<file path="src/rtl/cfs_apb_master.sv">
// APB master: turns a valid/ready request channel into single APB transfers
// and returns read data plus error/timeout status on a valid/ready response channel.
module cfs_apb_master #(
    parameter int CFS_APB_MAX_ADDR_WIDTH = 16,
    parameter int CFS_APB_MAX_DATA_WIDTH = 32,
    parameter int TIMEOUT_CYCLES         = 255
) (
    input  logic                              pclk,
    input  logic                              preset,
    input  logic                              req_valid,
    output logic                              req_ready,
    input  logic                              req_write,
    input  logic [CFS_APB_MAX_ADDR_WIDTH-1:0] req_addr,
    input  logic [CFS_APB_MAX_DATA_WIDTH-1:0] req_wdata,
    output logic                              rsp_valid,
    input  logic                              rsp_ready,
    output logic [CFS_APB_MAX_DATA_WIDTH-1:0] rsp_rdata,
    output logic                              rsp_err,
    output logic                              rsp_timeout,
    output logic                              psel,
    output logic                              penable,
    output logic                              pwrite,
    output logic [CFS_APB_MAX_ADDR_WIDTH-1:0] paddr,
    output logic [CFS_APB_MAX_DATA_WIDTH-1:0] pwdata,
    input  logic                              pready,
    input  logic [CFS_APB_MAX_DATA_WIDTH-1:0] prdata,
    input  logic                              pslverr
);

    localparam int CNT_W = (TIMEOUT_CYCLES > 0) ? $clog2(TIMEOUT_CYCLES + 1) : 1;
    localparam logic [CNT_W-1:0] CNT_LIMIT = CNT_W'(TIMEOUT_CYCLES);
    localparam logic [CFS_APB_MAX_ADDR_WIDTH-1:0] ADDR_MASK = ~(CFS_APB_MAX_ADDR_WIDTH'(3));

    typedef enum logic [1:0] {
        IDLE   = 2'd0,
        SETUP  = 2'd1,
        ACCESS = 2'd2,
        RESP   = 2'd3
    } state_t;

    state_t           state_r;
    logic [CNT_W-1:0] cnt_r;
    logic             timeout_hit_s;

    // A zero threshold disables the abort path entirely.
    assign timeout_hit_s = (TIMEOUT_CYCLES != 0) && (cnt_r == CNT_LIMIT);

    // Transfer sequencer; every bus and response output is a register updated here.
    always_ff @(posedge pclk) begin
        if (preset) begin
            state_r     <= IDLE;
            cnt_r       <= '0;
            req_ready   <= 1'b0;
            rsp_valid   <= 1'b0;
            rsp_rdata   <= '0;
            rsp_err     <= 1'b0;
            rsp_timeout <= 1'b0;
            psel        <= 1'b0;
            penable     <= 1'b0;
            pwrite      <= 1'b0;
            paddr       <= '0;
            pwdata      <= '0;
        end else begin
            case (state_r)
                IDLE: begin
                    req_ready <= 1'b1;
                    if (req_valid && req_ready) begin
                        pwrite    <= req_write;
                        paddr     <= req_addr & ADDR_MASK;
                        pwdata    <= req_wdata;
                        psel      <= 1'b1;
                        penable   <= 1'b0;
                        cnt_r     <= '0;
                        req_ready <= 1'b0;
                        state_r   <= SETUP;
                    end
                end
                SETUP: begin
                    penable <= 1'b1;
                    state_r <= ACCESS;
                end
                ACCESS: begin
                    // pready has priority over a timeout reached in the same cycle.
                    if (pready) begin
                        rsp_rdata   <= pwrite ? '0 : prdata;
                        rsp_err     <= pslverr;
                        rsp_timeout <= 1'b0;
                        rsp_valid   <= 1'b1;
                        psel        <= 1'b0;
                        penable     <= 1'b0;
                        state_r     <= RESP;
                    end else if (timeout_hit_s) begin
                        rsp_rdata   <= '0;
                        rsp_err     <= 1'b1;
                        rsp_timeout <= 1'b1;
                        rsp_valid   <= 1'b1;
                        psel        <= 1'b0;
                        penable     <= 1'b0;
                        state_r     <= RESP;
                    end else begin
                        cnt_r <= cnt_r + 1'b1;
                    end
                end
                RESP: begin
                    if (rsp_ready) begin
                        rsp_valid <= 1'b0;
                        req_ready <= 1'b1;
                        state_r   <= IDLE;
                    end
                end
                default: begin
                    state_r   <= IDLE;
                    psel      <= 1'b0;
                    penable   <= 1'b0;
                    req_ready <= 1'b0;
                    rsp_valid <= 1'b0;
                end
            endcase
        end
    end

endmodule

</file>
<file path="config.mk">
export PLATFORM = sky130hd
export DESIGN_NAME = cfs_apb_master
export DESIGN_NICKNAME = d
export VERILOG_FILES = /design/src/rtl/cfs_apb_master.sv
export SDC_FILE = /design/constraint.sdc
export NUM_CORES = 1
export LEC_CHECK = 0
export ABC_AREA = 1
export CELL_PAD_IN_SITES_DETAIL_PLACEMENT = 0
export CELL_PAD_IN_SITES_GLOBAL_PLACEMENT = 1
export CORE_MARGIN = 2
export CORE_UTILIZATION = 31
export DETAILED_ROUTE_END_ITERATION = 10
export PLACE_DENSITY = 0.91
export SYNTH_ARGS = -nofsm -noshare
export SYNTH_HDL_FRONTEND = slang
export SYNTH_SLANG_ARGS = --single-unit
export TNS_END_PERCENT = 50
</file>
<file path="constraint.sdc">
create_clock -name pclk -period 4.2 [get_ports pclk]
set_input_delay 0.84 -clock pclk [delete_from_list [all_inputs] [get_ports pclk]]
set_output_delay 0.84 -clock pclk [all_outputs]
set_load 0.05 [all_outputs]
</file>
==> results.py, run 1 <==
metrics = {
    "timing": {
        "max_freq_mhz": 401,
        "worst_pin_slew_ps": 1070,
        "slew_violations": 0,
        "rsz0062_at_grt": "no",
        "finalCriticalPeriod_ps": 2500,
        "setup_violations": 0,
        "finalSetupTns_ps": 0,
        "fin_skew_ps": 5.51,
        "relSlewSlack": 0.286,
        "hold_viol_final": 0,
        "final.period_utilization": 0.594,
    },
    "global_route": {
        "grt_util_all_layers": 0.160,
        "grt_max_degree": 73,
        "gr-total-overflow": 0,
        "grt_pass1_wl_mm": 16.9,
        "antenna_found_initial": 0,
        "grt_pass1_vias": 3598,
    },
    "placement": {
        "place_hpwl_mm": 7.22,
        "gp_congestion": 0.769,
        "io_buffers": 169,
    },
    "floorplanning": {
        "ios": 174,
        "die_h_um": 114,
        "fp.dieW_um": 114,
        "start_util": 0.315,
        "rows": 40,
        "design.core.area_um2": 11900,
        "dieArea_um2": 13000,
    },
    "final_layout": {
        "drive_above_1_share": 0.0525,
        "nets": 735,
        "post-route-util": 0.483,
        "fillers": 1174,
        "area_growth_pct": 53.2,
        "diodes": 0,
    },
    "clocking": {
        "clkSinkCount": 95,
        "cts_setup_buffers": 0,
        "clk_latency_ps": 330,
        "cts.repair.resized": 0,
        "cts_root_buffer": "clkbuf_16",
        "cts.htree.levels": 3,
        "hold_buffers": 0,
        "cts_buffer_depth": 2,
        "clk_pin_slew_worst_paths_ps": 60,
        "cts_tree": "built",
        "cts_buffers": 9,
    },
    "logic_synthesis": {
        "netlist_top_cells_area": "dfxtp_1, nand2_1, a21oi_1",
        "ys.flop_type": "dfxtp_1",
        "synth.distinct_cells": 26,
        "syn_inst": 493,
        "yosysTopAreaCellShare": 0.506,
        "synth_common_cells": "nand2_1, dfxtp_1, a21oi_1",
        "yosysWarningCount": 0,
        "post-synth-top-area-cell": "dfxtp_1",
        "yosysSeqAreaShare": 0.506,
        "synth.most_common_cell": "nand2_1",
        "syn_area_um2": 3750,
        "ys_ff_latch": 95,
        "syn_area_per_cell_um2": 7.62,
        "synth_enable_flop_cells": 0,
        "synthArstFlopShare": 0,
    },
    "drt": {
        "vias_per_cell": 4.56,
        "wl_per_cell_um": 12.9,
        "remaining_drc_errors": 0,
        "drt-pass1-iter-count": 4,
        "routed_wl_mm": 10.3,
        "ant_nets": 0,
        "drt_iter0_markers": 143,
        "num_vias": 3628,
    },
    "power": {
        "powerDensity_nw_per_um2": 404,
        "vdd_drop_max_uv": 238,
        "power.leakage_nw": 2.04,
    },
    "hold_path": {
        "hold_class": "reg -> reg",
    },
    "status": {
        "status": "complete, no violations",
    },
    "worst_setup_path": {
        "crit_fanout": 47,
        "crit_type": "in -> reg",
        "worstPathArrival_ps": 2750,
        "end_kind": "register",
        "cp.required_ps": 4460,
        "cp-start-kind": "primary input",
    },
    "flow_run": {
        "cap_viol_max_count": 0,
    },
}
[path summary, 6_finish.rpt]
path	startpoint	endpoint	slack [ps]	cells after the start
hold / removal	rsp_rdata[8]	rsp_rdata[8]	460	2
setup reg to reg	state_r[0]	rsp_rdata[26]	1980	6
setup / recovery	req_valid	paddr[5]	1700	6
hold reg to reg	rsp_rdata[8]	rsp_rdata[8]	460	2
[power breakdown]
part           switching, mW  leakage (nW)  internal (mW)
Sequential            0.0287         0.771          0.951
Clock                  0.351         0.137          0.480
Combinational          0.321          1.13          0.191
[worst max-delay path, cell delays in order]
cell and delay, ps:
clkdlybuf4s50_1 510, nand3_2 140, buf_4 310, inv_2 630, nand2_1 140, a21oi_1 150
[state kept, by name, summed over array words and instances (netlist names)]
name         flops
pwdata          32
rsp_rdata       32
paddr           14
cnt_r            8
state_r          2
penable          1
psel             1
pwrite           1
req_ready        1
rsp_err          1
rsp_timeout      1
rsp_valid        1
[layer usage]
metal / vias to the layer above / routed length (um) / global-route usage
li1: 1879 / - / -
met1: 1620 / 4580 / 0.203
met2: 119 / 4750 / 0.260
met3: 10 / 832 / 0.0503
met4: 0 / 112 / 0.0488
met5: - / 0 / 0
[through the flow]
step / setup slack (ps) / hold WS, ps / power (mW) / area [um2] / std cells
global placement: 1380 / 448 / 1.51 / 5440 / 779
floorplan: 2500 / 472 / 1.32 / 3760 / 494
CTS: 1670 / 462 / 2.35 / 5750 / 795
detailed placement: 1330 / 452 / 1.52 / 5440 / 779
finish: 1700 / 460 / 2.32 / 5750 / 795
global route: 1480 / 476 / 2.43 / 5750 / 795
[cell type report]
type | instances | area, um2 | share of cell area
repair buffers | 171 | 1700 | 0.296
inverters | 28 | 105 | 0.0183
clock buffers | 10 | 239 | 0.0415
flip-flops and latches | 95 | 1900 | 0.331
clock inverters | 6 | 68.8 | 0.0120
multi-input cells | 338 | 1550 | 0.270
well taps | 147 | 184 | 0.0320
[cells by family (layout without fill, tap and decap cells)]
logic type,after synthesis,count (layout),synth area share
compound gates,100,100,0.138
buf+inv,61,215,0.0813
flops,95,95,0.506
simple gates,231,231,0.256
fa+ha+maj,5,5,0.0167
other cells,1,2,0.000999
[cells in the final DEF (no fill, tap or decap), types with 2 or more instances in the layout]
cell type	synthesis	final
a21oi_1	88	88
buf_4	10	2
clkbuf_16	0	9
clkdlybuf4s50_1	0	168
clkinvlp_4	0	4
conb_1	1	2
dfxtp_1	95	95
ha_1	5	5
inv_1	25	25
inv_2	2	2
nand2_1	163	163
nand2_2	3	3
nand3_1	37	37
nand3_2	4	4
nor2_1	20	20
o21ai_0	6	6
o21ai_2	2	2
No activity file was read; power rests on OpenSTA's default activity.
==> run 2, diff against run 1 <==
- CORE_UTILIZATION: 31 -> 26
- PLACE_DENSITY: 0.91 -> 0.82
- clock period: 4.2 -> 2 ns (I/O delays scaled with it)
==> results.py, run 2 (synthesized netlist as in run 1, its figures left out) <==
metrics = {
    "worst_setup_path": {
        "cp_top_family": "buffers and inverters",
        "crit_type": "reg -> out",
        "worstPathArrival_ps": 1530,
        "crit_fanout": 2,
        "reg2reg_from": "state_r[0]",
        "slowest_stage": "clkdlybuf4s50_1",
        "end_kind": "output port",
        "path_cells": "clkdlybuf4s50_1",
        "cp_slowest_stage_delay_ps": 840,
        "cp.required_ps": 1600,
        "critPathLaunch": "pwdata[2]",
        "cp_num_buf_inv": 1,
        "cp-start-kind": "register",
    },
    "final_layout": {
        "regArea_um2": 1900,
        "area_growth_pct": 57.5,
        "top_regs": "pwdata x32, rsp_rdata x32, paddr x14",
        "multiInputGateArea_um2": 1550,
        "finalInstanceArea_um2": 5920,
        "fillers": 1381,
        "drive_above_1_share": 0.0699,
        "nets": 745,
        "final_common_cell": "clkdlybuf4s50_1",
        "diodes": 0,
        "final_cell_mix": "clkdlybuf4s50_1, nand2_1, dfxtp_1",
    },
    "placement": {
        "placed_cell_area_um2": 5590,
        "place_hpwl_mm": 7.69,
        "io_buffers": 169,
        "gp_congestion": 0.779,
    },
    "power": {
        "finalPower_mw": 5.02,
        "power.leakage_nw": 2.12,
        "vdd_drop_max_uv": 552,
        "powerDensity_nw_per_um2": 848,
    },
    "floorplanning": {
        "fp.dieW_um": 124,
        "design.core.area_um2": 14000,
        "die_h_um": 124,
        "start_util": 0.268,
        "dieArea_um2": 15400,
        "rows": 43,
        "ios": 174,
    },
    "drt": {
        "wl_per_cell_um": 12.8,
        "routed_wl_mm": 10.7,
        "drt_iter0_markers": 128,
        "drt-pass1-iter-count": 7,
        "met3_wirelength_mm": 1.09,
        "wl_met1_mm": 4.46,
        "vias_per_cell": 4.47,
        "top_layer_used": "met4",
        "wl_met2_mm": 4.89,
        "remaining_drc_errors": 0,
        "num_vias": 3743,
        "ant_nets": 0,
    },
    "global_route": {
        "grt_pass1_vias": 3454,
        "grt_max_degree": 50,
        "antenna_found_initial": 0,
        "grt_util_all_layers": 0.136,
        "grt_pass1_wl_mm": 16.2,
        "gr-total-overflow": 0,
    },
    "timing": {
        "finalCriticalPeriod_ps": 1930,
        "slew_violations": 0,
        "worst_pin_slew_ps": 545,
        "setup_violations": 0,
        "rsz0062_at_grt": "no",
        "fin_skew_ps": 5.04,
        "final.period_utilization": 0.964,
        "hold_viol_final": 0,
        "relSlewSlack": 0.635,
        "max_freq_mhz": 519,
        "finalSetupTns_ps": 0,
    },
    "clocking": {
        "cts.htree.levels": 3,
        "cts_buffers": 9,
        "cts_tree": "built",
        "cts_buffer_depth": 2,
        "clkSinkCount": 95,
        "cts_setup_buffers": 0,
        "cts_root_buffer": "clkbuf_16",
        "clk_latency_ps": 350,
        "clk_pin_slew_worst_paths_ps": 70,
    },
    "hold_path": {
        "min-delay-start": "preset",
        "hold_class": "in -> reg",
    },
    "status": {
        "status": "complete, no violations",
    },
    "flow_run": {
        "cap_viol_max_count": 0,
    },
}
run 2: cell types whose count changed in the layout (fill, tap and decap cells not counted), sizes merged:
cell           change
bufinv             +1
clkinvlp           -3
clkinv             +3
clkbuf             -1
clkdlybuf4s50      -2
buf               +12
run 2: timing repair:
action	4_1_cts	5_1_grt
gates resized for setup	0	2
setup endpoints to repair	0	1
hold buffers	0	0
endpoints found under the hold margin	0	0
run 2: routing by layer:
layer,GRT usage,vias up
met2,0.218,142
met3,0.0614,19
met4,0.0625,0
li1,-,1901
met1,0.154,1681
met5,0,-
run 2: per-stage QoR:
stage	std cells	utilization	hold slack [ps]	setup slack [ps]
floorplan	494	-	472	449
global placement	822	0.400	448	132
detailed placement	822	0.400	455	112
CTS	838	0.423	423	44.1
global route	838	0.423	437	14.8
finish	838	0.423	438	72.3
run 2: where the power goes:
part / leakage [nW] / switching (mW) / internal, mW
clock: 0.156 / 0.743 / 1.10
combinational: 1.19 / 0.683 / 0.435
sequential: 0.771 / 0.0625 / 2.00
total: 2.12 / 1.49 / 3.53
run 2: final timing paths:
| check | slack (ps) | cells past startpoint | endpoint |
|---|---|---|---|
| hold / removal | 440 | 2 | rsp_rdata[31] |
| setup reg to reg | 260 | 7 | pwdata[2] |
| hold reg to reg | 460 | 2 | rsp_rdata[3] |
| setup / recovery | 70 | 1 | pwdata[2] |
run 2: cell type report:
class	instances	share of cell area
repair buffers	181	0.306
multi-input cells	338	0.262
clock buffers	9	0.0381
clock inverters	7	0.0161
well taps	180	0.0381
flip-flops and latches	95	0.321
inverters	28	0.0182
==> run 3, diff against run 2 <==
- CTS_CLUSTER_SIZE: default -> 16
- HOLD_SLACK_MARGIN: default -> 0.08
==> results of run 3 <==
Final layout, timing and power as in run 2 (identical DEF).
